<file path="src/rtl/vmc_pkg.sv">
// Shared definitions for the vending machine controller and its change dispenser.
package vmc_pkg;

    localparam int unsigned CHANGE_W_DEF = 4;

    localparam int unsigned COIN_1 = 1;
    localparam int unsigned COIN_2 = 2;
    localparam int unsigned COIN_5 = 5;

    typedef enum logic [2:0] {
        DISP_IDLE     = 3'd0,
        DISP_SELECT   = 3'd1,
        DISP_EJECT    = 3'd2,
        DISP_WAIT_ACK = 3'd3,
        DISP_DONE     = 3'd4,
        DISP_FAULT    = 3'd5
    } disp_state_t;

    // One-hot coin choice, one bit per hopper.
    typedef struct packed {
        logic c5;
        logic c2;
        logic c1;
    } coin_sel_t;

    // Rupee value of a one-hot coin choice (0 when nothing is selected).
    function automatic int unsigned coin_value(input coin_sel_t sel);
        int unsigned v;
        v = 0;
        if (sel.c5) begin
            v = COIN_5;
        end else if (sel.c2) begin
            v = COIN_2;
        end else if (sel.c1) begin
            v = COIN_1;
        end
        return v;
    endfunction

endpackage

</file>
<file path="src/rtl/change_coin_select.sv">
// Greedy largest-first coin picker that skips empty hoppers.
module change_coin_select
    import vmc_pkg::*;
#(
    parameter int unsigned CHANGE_W = CHANGE_W_DEF
) (
    input  logic [CHANGE_W-1:0] remaining,
    input  logic                hopper_empty_5,
    input  logic                hopper_empty_2,
    input  logic                hopper_empty_1,
    output coin_sel_t           coin_sel,
    output logic                none_eligible
);

    logic [31:0] w_rem32;
    logic        w_ok5;
    logic        w_ok2;
    logic        w_ok1;

    // A coin is eligible only if its value fits in what is still owed.
    always_comb begin
        w_rem32        = 32'(remaining);
        w_ok5          = !hopper_empty_5 && (w_rem32 >= 32'(COIN_5));
        w_ok2          = !hopper_empty_2 && (w_rem32 >= 32'(COIN_2));
        w_ok1          = !hopper_empty_1 && (w_rem32 >= 32'(COIN_1));
        coin_sel       = '0;
        coin_sel.c5    = w_ok5;
        coin_sel.c2    = !w_ok5 && w_ok2;
        coin_sel.c1    = !w_ok5 && !w_ok2 && w_ok1;
        none_eligible  = !(w_ok5 || w_ok2 || w_ok1);
    end

endmodule

</file>
<file path="src/rtl/change_dispenser.sv">
// Pays out a change amount as timed, acknowledged Rs 5 / 2 / 1 ejector pulses.
module change_dispenser
    import vmc_pkg::*;
#(
    parameter int unsigned CHANGE_W     = CHANGE_W_DEF,
    parameter int unsigned PULSE_CYCLES = 2,
    parameter int unsigned ACK_TIMEOUT  = 255
) (
    input  logic                clk,
    input  logic                rst,
    input  logic                change_valid,
    input  logic [CHANGE_W-1:0] change_amt,
    input  logic                hopper_empty_5,
    input  logic                hopper_empty_2,
    input  logic                hopper_empty_1,
    input  logic                eject_done,
    output logic                eject_5,
    output logic                eject_2,
    output logic                eject_1,
    output logic                busy,
    output logic                done,
    output logic                fault,
    output logic [CHANGE_W-1:0] remaining
);

    localparam int unsigned PC_W = (PULSE_CYCLES > 1) ? $clog2(PULSE_CYCLES) : 1;
    localparam int unsigned TO_W = (ACK_TIMEOUT > 0) ? $clog2(ACK_TIMEOUT + 1) : 1;

    disp_state_t         r_state;
    disp_state_t         w_state_nxt;
    logic [CHANGE_W-1:0] r_rem;
    logic [CHANGE_W-1:0] w_rem_nxt;
    coin_sel_t           r_coin;
    coin_sel_t           w_coin_nxt;
    logic [PC_W-1:0]     r_pcnt;
    logic [PC_W-1:0]     w_pcnt_nxt;
    logic [TO_W-1:0]     r_tcnt;
    logic [TO_W-1:0]     w_tcnt_nxt;
    logic                r_fault;
    logic                w_fault_nxt;
    coin_sel_t           r_eject;
    coin_sel_t           w_eject_nxt;
    logic                r_busy;
    logic                w_busy_nxt;
    logic                r_done;
    logic                w_done_nxt;

    coin_sel_t           w_sel;
    logic                w_none;

    change_coin_select #(
        .CHANGE_W (CHANGE_W)
    ) u_select (
        .remaining      (r_rem),
        .hopper_empty_5 (hopper_empty_5),
        .hopper_empty_2 (hopper_empty_2),
        .hopper_empty_1 (hopper_empty_1),
        .coin_sel       (w_sel),
        .none_eligible  (w_none)
    );

    // State, counters and registered outputs; reset drops any ejector pulse at once.
    always_ff @(posedge clk or negedge rst) begin
        if (!rst) begin
            r_state <= DISP_IDLE;
            r_rem   <= '0;
            r_coin  <= '0;
            r_pcnt  <= '0;
            r_tcnt  <= '0;
            r_fault <= 1'b0;
            r_eject <= '0;
            r_busy  <= 1'b0;
            r_done  <= 1'b0;
        end else begin
            r_state <= w_state_nxt;
            r_rem   <= w_rem_nxt;
            r_coin  <= w_coin_nxt;
            r_pcnt  <= w_pcnt_nxt;
            r_tcnt  <= w_tcnt_nxt;
            r_fault <= w_fault_nxt;
            r_eject <= w_eject_nxt;
            r_busy  <= w_busy_nxt;
            r_done  <= w_done_nxt;
        end
    end

    // Next-state logic; outputs are decoded from the next state so they register cleanly.
    always_comb begin
        w_state_nxt = r_state;
        w_rem_nxt   = r_rem;
        w_coin_nxt  = r_coin;
        w_pcnt_nxt  = r_pcnt;
        w_tcnt_nxt  = r_tcnt;
        w_fault_nxt = r_fault;

        case (r_state)
            DISP_IDLE: begin
                if (change_valid) begin
                    w_rem_nxt   = change_amt;
                    w_fault_nxt = 1'b0;
                    w_state_nxt = DISP_SELECT;
                end
            end
            DISP_SELECT: begin
                if (r_rem == '0) begin
                    w_state_nxt = DISP_DONE;
                end else if (w_none) begin
                    w_fault_nxt = 1'b1;
                    w_state_nxt = DISP_FAULT;
                end else begin
                    w_coin_nxt  = w_sel;
                    w_pcnt_nxt  = '0;
                    w_state_nxt = DISP_EJECT;
                end
            end
            DISP_EJECT: begin
                if (r_pcnt == PC_W'(PULSE_CYCLES - 1)) begin
                    w_tcnt_nxt  = '0;
                    w_state_nxt = DISP_WAIT_ACK;
                end else begin
                    w_pcnt_nxt = r_pcnt + PC_W'(1);
                end
            end
            DISP_WAIT_ACK: begin
                // An ack on the expiry cycle still credits the coin.
                if (eject_done) begin
                    w_rem_nxt   = r_rem - CHANGE_W'(coin_value(r_coin));
                    w_state_nxt = DISP_SELECT;
                end else if (r_tcnt == TO_W'(ACK_TIMEOUT)) begin
                    w_fault_nxt = 1'b1;
                    w_state_nxt = DISP_FAULT;
                end else begin
                    w_tcnt_nxt = r_tcnt + TO_W'(1);
                end
            end
            DISP_DONE: begin
                w_state_nxt = DISP_IDLE;
            end
            DISP_FAULT: begin
                w_state_nxt = DISP_IDLE;
            end
            default: begin
                w_state_nxt = DISP_IDLE;
            end
        endcase

        w_eject_nxt = (w_state_nxt == DISP_EJECT) ? w_coin_nxt : '0;
        w_busy_nxt  = (w_state_nxt != DISP_IDLE);
        w_done_nxt  = (w_state_nxt == DISP_DONE);
    end

    assign eject_5   = r_eject.c5;
    assign eject_2   = r_eject.c2;
    assign eject_1   = r_eject.c1;
    assign busy      = r_busy;
    assign done      = r_done;
    assign fault     = r_fault;
    assign remaining = r_rem;

endmodule

</file>
<file path="config.mk">
export PLATFORM = sky130hd
export DESIGN_NAME = change_dispenser
export DESIGN_NICKNAME = d
export VERILOG_FILES = /design/src/rtl/vmc_pkg.sv /design/src/rtl/change_coin_select.sv /design/src/rtl/change_dispenser.sv
export SDC_FILE = /design/constraint.sdc
export NUM_CORES = 1
export LEC_CHECK = 0
export ABC_AREA = 0
export ABC_CLOCK_PERIOD_IN_PS = 2400
export CAP_MARGIN = 20
export CORE_MARGIN = 3
export CORE_UTILIZATION = 45
export CTS_BUF_LIST = sky130_fd_sc_hd__clkbuf_2 sky130_fd_sc_hd__clkbuf_4 sky130_fd_sc_hd__clkbuf_8
export CTS_CLUSTER_SIZE = 24
export DETAILED_ROUTE_END_ITERATION = 16
export PLACE_DENSITY = 0.68
export SYNTH_ARGS = -nofsm -noshare
export SYNTH_HDL_FRONTEND = slang
export SYNTH_SLANG_ARGS = --single-unit
</file>
<file path="constraint.sdc">
create_clock -name clk -period 2.4 [get_ports clk]
set_input_delay 0.24 -clock clk [delete_from_list [all_inputs] [get_ports clk]]
set_output_delay 0.24 -clock clk [all_outputs]
set_load 0.01 [all_outputs]
</file>
==> reports/metrics.cfg, run 1 <==
[status]
outcome=complete, no violations

[global_route]
antenna_found_initial=0
grt_max_degree=26
met1_usage=0.208
grt-busiest-layer=met2
grt_pass1_vias=1128
use_met3=0.0269
grt_usage=0.173
use_met2=0.306
grt_remaining_overflow=0
grt_pass1_wl_mm=4.89

[placement]
dp_cells=213
port_buffers=20
hpwl_mm=2.29
gp_congestion=0.819
placed_area_mm2=0.00165

[worst_setup_path]
reg2reg_depth=6
cp-startpoint=r_tcnt[0]
slowest_stage=or4b_4
r2r-start=r_tcnt[0]
cp_data_required_time_ns=2.62
worst-setup-path-type=register to register
r2r-end=r_tcnt[3]
ff2ff_setup_slack_ns=0.51
path_cells=ha_1 > and3_4 > and2_4 > or4b_4 > xor2_1 > nor2_1
worstPathArrival_ns=2.11
cp-endpoint=r_tcnt[3]
worst-path-stages=6
cp-end-kind=register
cpPeakStageDelay_ns=0.52
cp_max_fo=5
critPathLaunchType=register
critPathBufInv=0
critPathTopFamily=simple AND/OR/NAND/NOR gates

[synth]
ys_types=46
yosysWarnings=0
avgSynthCellArea_um2=9.13
synth_flop_cell=dfrtp_1
synthAdderAreaFrac=0.0498
synthMuxAreaShare=0.00801
async_reset_ff_frac=1.00
synth_top_family_by_area=simple AND/OR/NAND/NOR gates
synth-edff-count=0
yosys.area_share.simple=0.231
synth_area_mm2=0.00141
ys_seq_area_frac=0.445
synth-seq-cells=25
yosys.area_share.xor_xnor=0.0374
synth_cells=154
syn_nets=170
synth_compound_area_frac=0.192

[layout]
final_nets=192
antenna_cells=0
postLayoutCellArea_mm2=0.00168
n_fill_cell=276
area_delta_synth_final_pct=19.5
drive_gt1_frac=0.0857
seq_area_um2=626
multi_input_area_um2=729
stdcell_count=217

[timing]
slew_headroom=0.600
min_period_over_period=0.787
max_freq_mhz=530
finalSetupViolCount=0
finalClockSkew_ns=0.00536
rsz0062_at_grt=false
slew_violations=0
finalHoldViolCount=0
tightest_slew_ns=0.600
tns_ns=0
whs_ns=0.263
period_minus_slack_ns=1.89

[route]
drc=0
wl_mm=2.98
post_drt_via_cell_ratio=5.47
vias=1187
wl_per_cell_um=13.7
first_pass_iters=4
first_iter_violations=57
final_antenna_net_count=0

[die]
initial_core_util=0.489
die-area_mm2=0.00383
pin_count=21
dieWidth_um=61.9
core_mm2=0.00288
rows=19
die_y_um=61.9

[cts]
cts_tree=done
htreeDepth=1
ctsResizeCount=0
cts-root-buf=clkbuf_4
numCtsBuffers=3
clkLatencyLatePin_ns=0.32
clock_sinks=25
postCtsHoldBufs=0
clk_pin_slew_ns=0.13
postCtsSetupRepairBufs=0
ctsLongestPathBuffers=2

[pwr]
static-leakage-power_nw=0.747
powerDensity_mw_per_mm2=1100
peakVddDrop_v=0.000543

[flow_run]
max_cap_violations=0

[min_path]
hold_class=primary input to async pin

## routing by layer
layer | vias up | routed length [um]
li1 | 587 | -
met1 | 578 | 1330
met5 | - | 0
met2 | 18 | 1510
met3 | 4 | 98
met4 | 0 | 35
## layout make-up
class                      instances  area share
tap                               42      0.0313
timing repair buffer              22       0.128
inverter                           8      0.0179
clock buffer                       3      0.0134
clock inverter                     1     0.00298
sequential                        25       0.372
multi-input combinational        116       0.434
## worst min path at each step
stage,slack [ns],depth (start not counted),to,startpoint
after floorplan,-0.06,0,busy,rst
after global placement,0.50,2,r_pcnt,r_pcnt
after detailed placement,0.51,1,eject_2,r_coin[1]
after CTS,0.27,2,busy,rst
after global routing,0.29,2,r_tcnt[3],rst
final,0.26,2,r_tcnt[3],rst
## sequential cells by signal, indices dropped and copies added (netlist names)
register,count
busy,1
fault,1
eject_2,1
r_state,3
r_pcnt,1
eject_1,1
r_tcnt,8
r_coin,3
eject_5,1
done,1
remaining,4
## metrics by stage
stage / utilization / setup WS (ns) / power (mW)
after floorplan: - / 0.606 / 1.35
after global placement: 0.575 / 0.470 / 1.65
after detailed placement: 0.575 / 0.394 / 1.67
after CTS: 0.584 / 0.500 / 1.86
after global routing: 0.584 / 0.365 / 2.02
final: 0.584 / 0.512 / 1.84
## cell usage in the layout (no fill, tap or decap), types with 2 or more instances in the layout
master and instances:
dfrtp_1 25, a21oi_1 18, o21ai_1 5, a32o_1 2
buf_4 2, clkbuf_4 3, inv_1 8, a21o_1 3
nand2_1 14, o21bai_1 2, xor2_1 6, ha_1 4
nor3_1 4, o21ai_0 4, nand3_1 3, and3_1 3
clkdlybuf4s50_1 20, nor2_1 20
## power by group
group          switching (mW)  total [mW]  internal [mW]
logic                   0.481       0.910          0.429
clock network           0.125       0.187         0.0625
registers               0.188       0.746          0.558
## worst register-to-register path: stages (launching register included)
cell and delay, ns:
dfrtp_1 0.44, ha_1 0.27, and3_4 0.21, and2_4 0.16, or4b_4 0.52, xor2_1 0.13
nor2_1 0.05
## cell usage after synthesis, drive strengths merged (3+ instances only)
library cell,n,share of area
nor3,4,0.014
nand3,4,0.018
inv,8,0.021
nand2,14,0.037
o21ai,9,0.032
a21o,3,0.016
and3,4,0.021
nor2,21,0.058
ha,4,0.036
a21oi,18,0.064
xor2,6,0.037
buf,3,0.0098
dfrtp,25,0.44
## kinds of logic after synthesis
group                      count (synthesis)
AOI/OAI and AO/OA                         43
xor gates and xnor gates                   6
adders and majority gates                  5
buffers and inverters                     13
DFF                                       25
muxes                                      1
and+or+nand+nor                           61
Power figures use the tool's default switching activity.
==> run 2, diff against run 1 <==
- ABC_CLOCK_PERIOD_IN_PS: 2400 -> 1890
- clock period: 2.4 -> 1.89 ns (I/O delays scaled with it)
==> reports/metrics.cfg, run 2 (same netlist as run 1, synthesis figures left out) <==
[global_route]
grt_remaining_overflow=0  ; unchanged
grt_usage=0.187  ; was 0.173
grt_pass1_vias=1247  ; was 1,128
antenna_found_initial=0  ; unchanged
grt_pass1_wl_mm=5.34  ; was 4.89 mm
grt_max_degree=26  ; unchanged

[layout]
largest-register=r_tcnt  ; unchanged
area_delta_synth_final_pct=23.0  ; was 19.5%
antenna_cells=0  ; unchanged
final_util=0.602  ; was 0.584
layout_common_cells=dfrtp_1 (25), nor2_1 (20), clkdlybuf4s50_1 (20), a21oi_1 (18), nand2_1 (14)  ; unchanged
postLayoutCellArea_mm2=0.00173  ; was 0.00168 mm2
largest_reg_flops=8  ; unchanged
layout_commonest_cell=dfrtp_1  ; unchanged
final_nets=198  ; was 192
drive_gt1_frac=0.122  ; was 0.0857
n_fill_cell=271  ; was 276

[placement]
placed_area_mm2=0.00170  ; was 0.00165 mm2
hpwl_mm=2.33  ; was 2.29 mm
gp_congestion=0.820  ; was 0.819
port_buffers=20  ; unchanged

[worst_setup_path]
cp-end-kind=register  ; unchanged
critPathLaunchType=register  ; unchanged
cp_data_required_time_ns=2.12  ; was 2.62 ns
worst-setup-path-type=register to register  ; unchanged
worstPathArrival_ns=2.05  ; was 2.11 ns
cp_max_fo=4  ; was 5

[die]
die-area_mm2=0.00383  ; unchanged
core_mm2=0.00288  ; unchanged
dieWidth_um=61.9  ; unchanged
pin_count=21  ; unchanged
rows=19  ; unchanged
die_y_um=61.9  ; unchanged
initial_core_util=0.489  ; unchanged

[timing]
period_minus_slack_ns=1.81  ; was 1.89 ns
finalSetupViolCount=0  ; unchanged
max_freq_mhz=552  ; was 530 MHz
slew_violations=0  ; unchanged
finalClockSkew_ns=0.00997  ; was 0.00536 ns
rsz0062_at_grt=false  ; unchanged
finalHoldViolCount=0  ; unchanged
tns_ns=0  ; unchanged
tightest_slew_ns=0.559  ; was 0.600 ns
slew_headroom=0.623  ; was 0.600
min_period_over_period=0.959  ; was 0.787
whs_ns=0.199  ; was 0.263 ns

[cts]
clock_sinks=25  ; unchanged
clkLatencyLatePin_ns=0.33  ; was 0.32 ns
cts-root-buf=clkbuf_4  ; unchanged
clk_pin_slew_ns=0.15  ; was 0.13 ns
cts_tree=done  ; unchanged
ctsLongestPathBuffers=2  ; unchanged
postCtsSetupRepairBufs=0  ; unchanged
numCtsBuffers=3  ; unchanged
htreeDepth=1  ; unchanged

[pwr]
pwr-share-comb=0.521  ; was 0.494
p_sw_mw=1.05  ; was 794 uW
intPower_mw=1.40  ; was 1.05 mW
finalPower_mw=2.44  ; was 1.84 mW
peakVddDrop_v=0.000759  ; was 0.000543 V
p_clk_frac=0.104  ; was 0.102
static-leakage-power_nw=0.771  ; was 0.747 nW
sw_frac_of_total=0.428  ; was 0.431
powerDensity_mw_per_mm2=1410  ; was 1100 mW/mm2
sequentialPowerShare=0.375  ; was 0.405

[route]
post_drt_via_cell_ratio=5.39  ; was 5.47
vias=1203  ; was 1,187
drc=0  ; unchanged
first_pass_iters=4  ; unchanged
first_iter_violations=50  ; was 57
wl_mm=3.04  ; was 2.98 mm
final_antenna_net_count=0  ; unchanged
wl_per_cell_um=13.6  ; was 13.7 um

[status]
outcome=complete, no violations  ; unchanged

[min_path]
hold_class=primary input to async pin  ; unchanged

[flow_run]
max_cap_violations=0  ; unchanged

[run 2: worst max-delay path, cell delays in order (launching register included)]
cell     delay, ns
dfrtp_1       0.44
ha_2          0.20
and3_4        0.19
and2_4        0.16
or4b_4        0.53
xor2_1        0.14
nor2_1        0.05
[run 2: layer usage]
metal,part of all wire,GRT usage,up-vias
met5,0,0,-
met3,0.033,0.0310,9
li1,-,-,601
met2,0.49,0.306,30
met1,0.46,0.237,563
met4,0.024,0.100,0
[run 2: power groups by stage]
stage          sequential (mW)  clock (mW)  combinational, mW
6_report                 0.917       0.254               1.27
5_1_grt                  0.954       0.285               1.45
4_1_cts                  0.912       0.263               1.28
3_5_place_dp             0.923           0               1.27
3_3_place_gp             0.918           0               1.25
2_1_floorplan            0.888           0              0.825
[run 2: per-stage QoR]
| stage | worst slack [ns] | instances |
|---|---|---|
| detailed placement | 0.0612 | 219 |
| CTS | 0.0374 | 223 |
| finish | 0.0771 | 223 |
| global placement | 0.0990 | 219 |
| global route | 0.0203 | 223 |
| floorplan | 0.0963 | 154 |
[run 2: layout make-up]
cell class | instances | area, um2 | share of cell area
timing repair buffer | 28 | 260 | 0.150
tap | 42 | 52.6 | 0.0304
inverter | 8 | 30.0 | 0.0174
clock inverter | 1 | 7.51 | 0.00434
multi-input combinational | 116 | 732 | 0.423
sequential | 25 | 626 | 0.362
clock buffer | 3 | 22.5 | 0.0130
[run 2: path summary, 6_finish.rpt]
kind	startpoint	to	slack [ns]	cells after the start
worst min-delay path	rst	r_tcnt[1]	0.20	2
min in group clk	change_amt[0]	remaining[0]	0.46	3
max in group asynchronous	rst	r_state[1]	1.44	2
worst max-delay path	r_tcnt[1]	r_tcnt[3]	0.08	6
worst min register to register	r_pcnt	r_pcnt	0.53	2
worst max register to register	r_tcnt[1]	r_tcnt[3]	0.08	6
[run 2: timing repair]
item,4_1_cts,5_1_grt
gates resized for setup,0,1
endpoints found under the setup margin,0,1
hold buffers,0,0
endpoints found under the hold margin,0,0
